## config.mk

```make
export PLATFORM = sky130hd
export DESIGN_NAME = cabin_light_ctrl
export DESIGN_NICKNAME = d
export VERILOG_FILES = /design/src/rtl/cabin_light_pkg.sv /design/src/rtl/cabin_light_zone.sv /design/src/rtl/cabin_light_ctrl.sv
export SDC_FILE = /design/constraint.sdc
export NUM_CORES = 1
export LEC_CHECK = 0
export CAP_MARGIN = 0
export CORE_MARGIN = 1.5
export CORE_UTILIZATION = 48
export DETAILED_ROUTE_END_ITERATION = 10
export MAX_ROUTING_LAYER = met4
export PLACE_DENSITY_LB_ADDON = 0.12
export REMOVE_ABC_BUFFERS = 1
export SETUP_SLACK_MARGIN = 0.2
export SLEW_MARGIN = 20
export SYNTH_ARGS = -nofsm -noshare
export SYNTH_HDL_FRONTEND = slang
export SYNTH_SLANG_ARGS = --single-unit
```

## constraint.sdc

```tcl
create_clock -name clk -period 1.8 [get_ports clk]
set_input_delay 0.45 -clock clk [delete_from_list [all_inputs] [get_ports clk]]
set_output_delay 0.45 -clock clk [all_outputs]
set_load 0.05 [all_outputs]
```

## src/rtl/cabin_light_pkg.sv

```systemverilog
// rtl/cabin_light_pkg.sv - shared state encoding and per-mode brightness targets for cabin_light_ctrl
//
// Contents:
//   light_state_t   per-zone FSM state, same 2-bit encoding as the zone_mode request
//   MODE_*          raw mode request encodings
//   target_level()  brightness target for a state, given MAX and the dimming level
package cabin_light_pkg;

  typedef enum logic [1:0] {
    IDLE      = 2'b00,
    NORMAL    = 2'b01,
    DIMMING   = 2'b10,
    EMERGENCY = 2'b11
  } light_state_t;

  localparam logic [1:0] MODE_IDLE      = 2'b00;
  localparam logic [1:0] MODE_NORMAL    = 2'b01;
  localparam logic [1:0] MODE_DIMMING   = 2'b10;
  localparam logic [1:0] MODE_EMERGENCY = 2'b11;

  // EMERGENCY sits at full brightness; the flash is applied to led, not to brightness.
  function automatic int unsigned target_level(light_state_t state,
                                               int unsigned  max_level,
                                               int unsigned  dim_level);
    case (state)
      IDLE:    return 0;
      NORMAL:  return max_level;
      DIMMING: return dim_level;
      default: return max_level;
    endcase
  endfunction

endpackage

```

## src/rtl/cabin_light_zone.sv

```systemverilog
// rtl/cabin_light_zone.sv - one lighting zone: mode FSM, brightness ramp and LED drive register
//
// Build option: LIGHT_SOFT_RAMP_EN (defined: step 1 per ramp_tick; undefined: load target on tick)
// Ports:
//   clk, reset      clock, async active-high reset
//   mode            requested mode for this zone
//   emergency_req   global override, forces EMERGENCY
//   ramp_tick       shared ramp step strobe
//   flash_on        flash phase the LED takes on this edge while in EMERGENCY
//   pwm_cnt         shared free-running PWM counter
//   state           registered FSM state
//   brightness      registered brightness level
//   led             registered LED drive
//   emerg_next      combinational: zone enters/stays in EMERGENCY on the coming edge
module cabin_light_zone
  import cabin_light_pkg::*;
#(
  parameter int unsigned PWM_W     = 8,
  parameter int unsigned DIM_LEVEL = 64
) (
  input  logic             clk,
  input  logic             reset,
  input  logic [1:0]       mode,
  input  logic             emergency_req,
  input  logic             ramp_tick,
  input  logic             flash_on,
  input  logic [PWM_W-1:0] pwm_cnt,
  output light_state_t     state,
  output logic [PWM_W-1:0] brightness,
  output logic             led,
  output logic             emerg_next
);

  localparam int unsigned      MAX_LEVEL = (1 << PWM_W) - 1;
  localparam logic [PWM_W-1:0] MAX       = '1;

  light_state_t     next_state;
  logic [PWM_W-1:0] target;

  always_comb begin
    next_state = emergency_req ? EMERGENCY : light_state_t'(mode);
    // The ramp chases the target of the state already registered, so a
    // request shows up on zone_state one edge before brightness starts moving.
    target     = PWM_W'(target_level(state, MAX_LEVEL, DIM_LEVEL));
    emerg_next = (next_state == EMERGENCY);
  end

  always_ff @(posedge clk or posedge reset) begin
    if (reset) begin
      state      <= IDLE;
      brightness <= '0;
      led        <= 1'b0;
    end else begin
      state <= next_state;

      // Entry into EMERGENCY jumps to full brightness and beats any ramp step.
      if (emerg_next && (state != EMERGENCY)) begin
        brightness <= MAX;
      end else if (ramp_tick) begin
`ifdef LIGHT_SOFT_RAMP_EN
        if (brightness < target) begin
          brightness <= brightness + PWM_W'(1);
        end else if (brightness > target) begin
          brightness <= brightness - PWM_W'(1);
        end
`else
        brightness <= target;
`endif
      end

      if (emerg_next) begin
        led <= flash_on;
      end else begin
        led <= (brightness == MAX) || (pwm_cnt < brightness);
      end
    end
  end

endmodule

```

## src/rtl/cabin_light_ctrl.sv

```systemverilog
// rtl/cabin_light_ctrl.sv - multi-zone cabin lighting controller with ramped PWM and emergency flash
//
// Build option: LIGHT_SOFT_RAMP_EN (defined: brightness ramps 1 step per RAMP_DIV cycles;
//               undefined: brightness loads its target one edge after the state change)
// Ports:
//   clk               system clock, rising edge
//   reset             async active-high, clears all state
//   zone_mode         per-zone mode request, zone i at [2i+1:2i]
//   emergency_req     forces every zone to EMERGENCY while high
//   led               registered LED drive, one bit per zone
//   zone_state        registered per-zone state, zone i at [2i+1:2i]
//   brightness        registered per-zone brightness, zone i at [PWM_W*i +: PWM_W]
//   emergency_active  registered, high while any zone is in EMERGENCY
module cabin_light_ctrl
  import cabin_light_pkg::*;
#(
  parameter int unsigned NUM_ZONES  = 4,
  parameter int unsigned PWM_W      = 8,
  parameter int unsigned DIM_LEVEL  = 64,
  parameter int unsigned RAMP_DIV   = 16,
  parameter int unsigned FLASH_HALF = 8
) (
  input  logic                       clk,
  input  logic                       reset,
  input  logic [2*NUM_ZONES-1:0]     zone_mode,
  input  logic                       emergency_req,
  output logic [NUM_ZONES-1:0]       led,
  output logic [2*NUM_ZONES-1:0]     zone_state,
  output logic [PWM_W*NUM_ZONES-1:0] brightness,
  output logic                       emergency_active
);

`ifdef LIGHT_SOFT_RAMP_EN
  localparam int unsigned TICK_DIV = RAMP_DIV;
`else
  // Without the soft ramp every cycle is a tick, so the target loads directly.
  localparam int unsigned TICK_DIV = 1 + 0 * RAMP_DIV;
`endif
  localparam int unsigned PRE_W = (TICK_DIV > 1) ? $clog2(TICK_DIV) : 1;
  localparam int unsigned FL_W  = $clog2(2 * FLASH_HALF);

  logic [PWM_W-1:0]     pwm_cnt;
  logic [PRE_W-1:0]     presc;
  logic                 ramp_tick;
  logic [FL_W-1:0]      flash_cnt;
  logic [FL_W-1:0]      flash_next;
  logic                 flash_on;
  logic [NUM_ZONES-1:0] zone_emerg_next;
  logic                 any_emerg_next;
  logic                 entering;
  light_state_t         zone_st [NUM_ZONES];

  always_comb begin
    ramp_tick      = (presc == PRE_W'(TICK_DIV - 1));
    any_emerg_next = |zone_emerg_next;
    entering       = any_emerg_next && !emergency_active;
    // The flash counter restarts on the edge emergency goes active, and the
    // LED registers sample the phase the counter is about to hold, so the
    // first FLASH_HALF cycles of an emergency are always lit.
    if (entering || (flash_cnt == FL_W'(2 * FLASH_HALF - 1))) begin
      flash_next = '0;
    end else begin
      flash_next = flash_cnt + FL_W'(1);
    end
    flash_on = (flash_next < FL_W'(FLASH_HALF));
  end

  always_ff @(posedge clk or posedge reset) begin
    if (reset) begin
      pwm_cnt          <= '0;
      presc            <= '0;
      flash_cnt        <= '0;
      emergency_active <= 1'b0;
    end else begin
      pwm_cnt          <= pwm_cnt + PWM_W'(1);
      presc            <= ramp_tick ? '0 : presc + PRE_W'(1);
      flash_cnt        <= flash_next;
      emergency_active <= any_emerg_next;
    end
  end

  for (genvar i = 0; i < NUM_ZONES; i++) begin : g_zone
    cabin_light_zone #(
      .PWM_W    (PWM_W),
      .DIM_LEVEL(DIM_LEVEL)
    ) u_zone (
      .clk          (clk),
      .reset        (reset),
      .mode         (zone_mode[2*i +: 2]),
      .emergency_req(emergency_req),
      .ramp_tick    (ramp_tick),
      .flash_on     (flash_on),
      .pwm_cnt      (pwm_cnt),
      .state        (zone_st[i]),
      .brightness   (brightness[PWM_W*i +: PWM_W]),
      .led          (led[i]),
      .emerg_next   (zone_emerg_next[i])
    );
    assign zone_state[2*i +: 2] = zone_st[i];
  end

endmodule
```

---- After elaboration in Yosys (flattened, before gate mapping) ----
Index checks and enable logic that the tools add are counted.
operators by class
  reductions and logical operators ........ 16
  order comparisons ....................... 5
  add/subtract/negate cells ............... 3
  mux-type cells .......................... 22
  equality and inequality tests ........... 21
operators by type and width
  kind                 count
  $mux 8               8
  $pmux 8 s2           4
  $eq 8x8->1 const B   4
  $lt 8x8->1           4
  $eq 2x2->1 const B   8
  $add 8x1->8 const B  1
  $logic_not 2->1      4
  $mux 2               4
  $ne 2x1->1 const B   4
  $ne 2x2->1 const B   4
  $logic_and 1x1->1    5
  $logic_or 1x1->1     5
  $mux 1               5
  $add 4x1->4 const B  1
  $eq 4x4->1 const B   1
  $lt 4x4->1 const B   1
  $mux 4               1
  $reduce_or 4->1      1
  $add 1x1->1 const B  1
  $logic_not 1->1      1
storage, ports and cells
  word-level logic and storage cells ...... 83
  register bits ........................... 58
  input port bits ......................... 11

---- Longest topological paths before layout ----
Gate-level depths: netlist of the first run.
  word-level depth ........................ 8
  depth in mapped cells ................... 7
  mapped depth without buffers ............ 7

---- Hierarchy ----
Synthesis of the first run repeated with hierarchy kept, for this count alone.
unflattened totals
  cell total of the unflattened synthesis .. 211
  area, all modules ....................... 2209.6 sq um
by module, submodules not included
  module            instances  area each (sq um)  cells each
  cabin_light_zone  4          415.4              41
  cabin_light_ctrl  1          548.0              47

---- Least setup slack after synthesis of the first run ----
No wires, ideal clock.
  path kind ............................... register to register
  from .................................... register g_zone[1].u_zone.brightness[5]
  to ...................................... register g_zone[1].u_zone.led
  data arrival time ....................... 1.973 ns
  period minus slack after synthesis ...... 2.053 ns
  slack ................................... -0.253 ns
  stages on the path, launching flop included .. 8
  data required time ...................... 1.721 ns
  buffers on the path ..................... 0
  path through ............................ dfrtp_1 > inv_1 > ha_1 > a211oi_1 > o21ai_1 > a41oi_1 > a21oi_1 > mux2i_1
on the way
  longest elaborated chain between the ends .. 3
ends and longest elaborated chain
  item                                             RTL line                source
  from (decl)                                      cabin_light_zone.sv:29  output logic [PWM_W-1:0] brightness,
  from (signal assigned)                           cabin_light_zone.sv:67  brightness <= target;
  $lt 8x8->1 / $eq 8x8->1 (equally long branches)  cabin_light_zone.sv:74  led <= (brightness == MAX) || (pwm_cnt < brightness);
  $logic_or 1x1->1 *                               cabin_light_zone.sv:74
  $mux 1 *                                         cabin_light_zone.sv:71  if (emerg_next) begin
  to (signal assigned)                             cabin_light_zone.sv:72  led <= flash_on;
  to (signal assigned)                             cabin_light_zone.sv:74
  to (decl)                                        cabin_light_zone.sv:30  output logic led,
Mark *: on every way between the ends. The rest lies on a longest branch, timed or not.
A chain may end at the register's enable or synchronous reset.

---- Worst setup path in the final report of the first run ----
  from .................................... register g_zone[2].u_zone.brightness[5]
  to ...................................... register g_zone[2].u_zone.led
on the way
  longest elaborated chain between the ends .. 3
ends and longest elaborated chain
  item                                             RTL line
  from (decl)                                      cabin_light_zone.sv:29
  from (signal assigned)                           cabin_light_zone.sv:67
  $lt 8x8->1 / $eq 8x8->1 (equally long branches)  cabin_light_zone.sv:74
  $logic_or 1x1->1 *                               cabin_light_zone.sv:74
  $mux 1 *                                         cabin_light_zone.sv:71
  to (signal assigned)                             cabin_light_zone.sv:72
  to (signal assigned)                             cabin_light_zone.sv:74
  to (decl)                                        cabin_light_zone.sv:30
Marks and branches as above.

==> flow_metrics.env, run 1 <==
export IMPL_core_area_um2=4090
export IMPL_syn_area_per_cell_um2=10.3
export IMPL_endpoint="g_zone[2].u_zone.led"
export IMPL_status="finished, final reports clean"
export IMPL_clock_sinks=33
export IMPL_r2r_setup_slack_ns=0.11
export IMPL_power_w=0.00230
export IMPL_cts_max_level=2
export IMPL_dpl_hpwl_um=3860
export IMPL_fin_crit_sh_pct=93.8
export IMPL_setup_viol=0
export IMPL_path_max_fanout=8
export IMPL_grt_usage_pct=24.6
export IMPL_crit_start="g_zone[2].u_zone.brightness[5]"
export IMPL_first_pass_iters=4
export IMPL_post_drt_via_cell_ratio=5.33
export IMPL_die_h_um=68.7
export IMPL_grt_max_degree=34
export IMPL_grt_pass1_wl_um=8040
export IMPL_io_buffers=55
export IMPL_clockRootBuffer="clkbuf_8"
export IMPL_hold_viol=0
export IMPL_cp_required_ns=2.01
export IMPL_drv_slew=0
export IMPL_ys_seq_elements=33
export IMPL_maxCapViolCount=0
export IMPL_routed_via_count=1637
export IMPL_mostFrequentLayoutCells="buf_4 (38), dfrtp_1 (28), buf_12 (28)"
export IMPL_wl_per_cell_um=18.4
export IMPL_synth_top_family_by_area="adder cells"
export IMPL_grt_setup_unrepaired="true"
export IMPL_drc=0
export IMPL_num_antenna_cells=0
export IMPL_num_io_pins=56
export IMPL_synth_xor_area_share_pct=2.96
export IMPL_r2r_end="g_zone[2].u_zone.led"
export IMPL_setup_slack_ns=0.111
export IMPL_min_period_ns=1.69
export IMPL_critPathKind="reg2reg"
export IMPL_dpl_cell_area_um2=2820
export IMPL_synth_compound_area_share_pct=13.4
export IMPL_p_per_area_nw_per_um2=714
export IMPL_async_reset_ff_share_pct=100
export IMPL_pre_cts_slack_ns=-0.113
export IMPL_die_area_um2=4720
export IMPL_area_delta_synth_final_pct=55.7
export IMPL_first_global_vias=1687
export IMPL_cts_made_buffers=5
export IMPL_layout_commonest_cell="buf_4"
export IMPL_max_freq_ghz=0.592
export IMPL_hold_class="reg2reg"
export IMPL_yosysTopAreaCell="dfrtp_1"
export IMPL_synth_ff_type="dfrtp_1"
export IMPL_vdd_drop_max_v=0.000517
export IMPL_start_util_pct=50.7
export IMPL_reg2reg_depth=7
export IMPL_layout_drive_gt1_share_pct=49.8
export IMPL_row_count=23
export IMPL_gp_congestion=0.781
export IMPL_final_setup_skew_ns=0.00994
export IMPL_postCtsHoldBufs=0
export IMPL_clk_pin_slew_ns=0.07
export IMPL_yosysSeqAreaShare_pct=39.8
export IMPL_yosys_cell_types_count=33
export IMPL_slew_headroom_pct=70.3
export IMPL_synth_simple_area_share_pct=12.6
export IMPL_critPathLaunchType="register"
export IMPL_syn_area_um2=2070
export IMPL_synth_fa_ha_area_share_pct=18.1
export IMPL_r2r_start="g_zone[2].u_zone.brightness[5]"
export IMPL_total_leakage_power_nw=1.48
export IMPL_drtAntennaViolNets=0
export IMPL_tns_ns=0
export IMPL_yosysTopAreaCellShare_pct=39.8
export IMPL_synth_area_mux_share_pct=0.966
export IMPL_clock_latency_ns=0.29
export IMPL_wl_um=5650
export IMPL_ys_warn_count=0
export IMPL_antenna_found_initial=0
export IMPL_endpoint_kind="register"
export IMPL_die_w_um=68.7
export IMPL_synthTopCellsByArea="dfrtp_1 (40%), ha_1 (18%), buf_4 (10%), or2_2 (2.4%), a21oi_1 (2.2%)"
export IMPL_tritoncts="built"
export IMPL_gr_total_overflow=0
export IMPL_nNetsFinal=297
export IMPL_fin_area_um2=3230
export IMPL_cts_path_max_buffers=2
export IMPL_syn_instance_count=201
export IMPL_cp_arrival_ns=1.90
export IMPL_drt_first_iter_violations=40
export IMPL_worst_pin_slew_ns=0.446
export IMPL_synth_edf_count=0
-- Yosys cell counts, types with 3 or more instances --
cell type and instances:
o21ai_0 4, ha_1 30, a211oi_1 6, nor2b_1 3, a21o_1 5, or2_2 8
buf_4 28, inv_1 10, xnor2_1 5, nand3_1 5, or2_1 3, dfrtp_1 33
nand2_1 7, nor2_1 12, a21oi_1 9, nand2b_1 4
-- how the worst min path moves through the flow --
stage / start / endpoint / slack [ns] / cells after the start
floorplan: flash_cnt[0] / flash_cnt[0] / 0.46 / 1
global placement: g_zone[2].u_zone.state[1] / g_zone[2].u_zone.brightness[6] / 0.45 / 1
detailed placement: g_zone[1].u_zone.state[1] / g_zone[1].u_zone.brightness[6] / 0.45 / 1
CTS: g_zone[1].u_zone.state[1] / g_zone[1].u_zone.brightness[6] / 0.47 / 1
global route: g_zone[3].u_zone.state[1] / g_zone[3].u_zone.brightness[6] / 0.49 / 1
finish: g_zone[1].u_zone.state[1] / g_zone[1].u_zone.brightness[6] / 0.47 / 1
-- sequential cells by signal, indices dropped and copies added (netlist names) --
name,count
g_zone.u_zone.state,8
g_zone.u_zone.brightness,8
flash_cnt,4
emergency_active,1
g_zone.u_zone.led,4
pwm_cnt,8
-- logic make-up (layout without fill, tap and decap cells) --
logic type / after synthesis / after routing
multiplexers: 2 / 2
AND/OR/NAND/NOR: 50 / 50
adder cells (fa/ha/maj): 30 / 30
buffers and inverters: 39 / 95
XOR/XNOR: 7 / 7
AO/OA/AOI/OAI: 40 / 40
flip-flops: 33 / 33
-- stage by stage --
step	hold slack, ns	instances	util (%)
floorplan	0.460	172	-
global placement	0.452	291	68.9
detailed placement	0.449	291	68.9
CTS	0.469	304	74.2
global route	0.490	307	79.0
finish	0.472	307	79.0
-- area by class of cell --
type	instances	area, um^2
fill	236	858
multi-input combinational	129	1230
sequential	33	832
timing repair buffer	77	960
clock inverter	1	5.00
clock buffer	7	96.3
inverter	10	45.0
tap	50	62.6
-- power breakdown --
group          switching (W)  internal, W  leakage (nW)
Sequential         0.0000653     0.000835         0.342
Clock               0.000274     0.000345        0.0542
Combinational       0.000476     0.000308          1.08
Total               0.000815      0.00149          1.48
-- worst max-delay path: stages, from the launching register on --
cell and delay (ns):
dfrtp_1 0.42, inv_4 0.15, ha_4 0.23, o21a_1 0.19
o2111ai_2 0.21, a211oi_2 0.05, nor2_1 0.16, a21boi_2 0.19
-- layer usage --
metal / GRT usage, % / vias up / part of all wire [%]
met4: 7.60 / 0 / 1.1
met5: - / - / 0
met3: 5.36 / 6 / 3.0
li1: - / 787 / -
met1: 26.5 / 810 / 40
met2: 45.1 / 34 / 56
-- timing repair --
item                                    in CTS  in global routing
buffers inserted                             5                  3
pin swaps                                    3                 14
gates resized for setup                     18                 30
endpoints found under the setup margin       4                 19
Power figures use the tool's default switching activity.
==> run 2: changes to the inputs <==
--- a/config.mk
+++ b/config.mk
@@ -7,7 +7,7 @@
 export LEC_CHECK = 0
 export CAP_MARGIN = 0
 export CORE_MARGIN = 1.5
-export CORE_UTILIZATION = 48
+export CORE_UTILIZATION = 40
 export DETAILED_ROUTE_END_ITERATION = 10
 export MAX_ROUTING_LAYER = met4
 export PLACE_DENSITY_LB_ADDON = 0.12
==> run 2 against run 1 <==
  * Register-to-register slack gained 0.15 ns
  * Global-route usage fell by 6.2 points
  * Clock skew shrank 0.0055 ns
  * Sequential power hardly changed
  * Sequential share of layout area rose by 1.4 points
  * Combinational power down 6.0%
  * Total power shrank 4.8%
==> flow_metrics.env, run 2 (same netlist as run 1, synthesis figures left out) <==
export IMPL_slew_headroom_pct=71.4
export IMPL_routed_via_count=1559
export IMPL_die_w_um=75.0
export IMPL_cp_required_ns=1.35
export IMPL_area_delta_synth_final_pct=47.9
export IMPL_grt_pass1_wl_um=7390
export IMPL_reg2reg_depth=6
export IMPL_worst_pin_slew_ns=0.429
export IMPL_status="finished, final reports clean"
export IMPL_critPathKind="reg2out"
export IMPL_drv_slew=0
export IMPL_start_util_pct=41.1
export IMPL_clock_latency_ns=0.28
export IMPL_num_io_pins=56
export IMPL_min_period_ns=1.55
export IMPL_first_pass_iters=4
export IMPL_pre_cts_slack_ns=-0.139
export IMPL_antenna_found_initial=0
export IMPL_hold_class="reg2reg"
export IMPL_wl_um=4420
export IMPL_setup_slack_ns=0.250
export IMPL_total_leakage_power_nw=1.45
export IMPL_layout_drive_gt1_share_pct=41.7
export IMPL_num_antenna_cells=0
export IMPL_drtAntennaViolNets=0
export IMPL_first_global_vias=1566
export IMPL_gp_congestion=0.775
export IMPL_hold_viol=0
export IMPL_nNetsFinal=293
export IMPL_wl_per_cell_um=13.7
export IMPL_mostFrequentLayoutCells="buf_4 (35), ha_1 (28), dfrtp_1 (28), buf_12 (28), nor2_1 (11)"
export IMPL_fin_crit_sh_pct=86.1
export IMPL_tritoncts="built"
export IMPL_cts_made_buffers=5
export IMPL_die_h_um=75.0
export IMPL_dpl_hpwl_um=3300
export IMPL_setup_viol=0
export IMPL_endpoint_kind="output port"
export IMPL_tns_ns=0
export IMPL_vdd_drop_max_v=0.000653
export IMPL_max_freq_ghz=0.645
export IMPL_drt_first_iter_violations=58
export IMPL_io_buffers=55
export IMPL_min_delay_path_depth=1
export IMPL_die_area_um2=5620
export IMPL_power_w=0.00219
export IMPL_row_count=26
export IMPL_cp_arrival_ns=1.10
export IMPL_grt_max_degree=34
export IMPL_core_area_um2=5040
export IMPL_clockRootBuffer="clkbuf_8"
export IMPL_p_per_area_nw_per_um2=715
export IMPL_path_max_fanout=9
export IMPL_grt_setup_unrepaired="true"
export IMPL_gr_total_overflow=0
export IMPL_finish_utilization_pct=60.8
export IMPL_cts_path_max_buffers=2
export IMPL_maxCapViolCount=0
export IMPL_postCtsHoldBufs=0
export IMPL_final_setup_skew_ns=0.00444
export IMPL_layout_commonest_cell="buf_4"
export IMPL_grt_usage_pct=18.4
export IMPL_clock_sinks=33
export IMPL_cts_max_level=2
export IMPL_critPathLaunchType="register"
export IMPL_post_drt_via_cell_ratio=4.84
export IMPL_clk_pin_slew_ns=0.06
export IMPL_drc=0
export IMPL_reg_top3="g_zone.u_zone.brightness x8, g_zone.u_zone.state x8, pwm_cnt x8"
run 2: report_power, final:
part / internal (W) / leakage (nW) / switching [W] / total (W)
registers: 0.000835 / 0.342 / 0.0000630 / 0.000898
logic: 0.000291 / 1.07 / 0.000447 / 0.000738
clock network: 0.000303 / 0.0443 / 0.000254 / 0.000557
total: 0.00143 / 1.45 / 0.000764 / 0.00219
run 2: layer usage:
metal	GRT usage, %	routed length [um]
met1	24.0	2020
met2	29.1	2160
met3	4.02	184
met4	4.85	57
met5	-	0
run 2: final timing paths:
check | start | endpoint | slack [ns]
min in group asynchronous | reset | emergency_active | 0.56
max in group asynchronous | reset | pwm_cnt[1] | 0.90
min reg2reg | g_zone[0].u_zone.state[1] | g_zone[0].u_zone.brightness[6] | 0.46
min | g_zone[0].u_zone.state[1] | g_zone[0].u_zone.brightness[6] | 0.46
max | g_zone[0].u_zone.brightness[5] | brightness[0] | 0.25
max reg2reg | pwm_cnt[2] | g_zone[3].u_zone.led | 0.26
run 2: per-stage QoR:
stage          instances  hold WS (ns)  area (um^2)
2_1_floorplan        172         0.460         1860
3_3_place_gp         309         0.449         2830
3_5_place_dp         309         0.445         2830
4_1_cts              321         0.460         2960
5_1_grt              322         0.487         3070
6_report             322         0.458         3070
run 2: critical path, stage by stage, from the launching register on:
cell and delay, ns:
dfrtp_1 0.38, buf_4 0.26, buf_12 0.17
run 2: what timing repair did:
| item | 4_1_cts | 5_1_grt |
|---|---|---|
| gates resized for setup | 8 | 20 |
| setup buffers | 5 | 1 |
| pin swaps | 1 | 2 |
| endpoints found under the setup margin | 4 | 6 |
run 2: area by class of cell:
class | instances | area [um^2]
fill | 427 | 1980
sequential | 33 | 832
timing repair buffer | 73 | 926
inverter | 10 | 42.5
multi-input combinational | 129 | 1090
tap | 70 | 87.6
clock buffer | 7 | 86.3
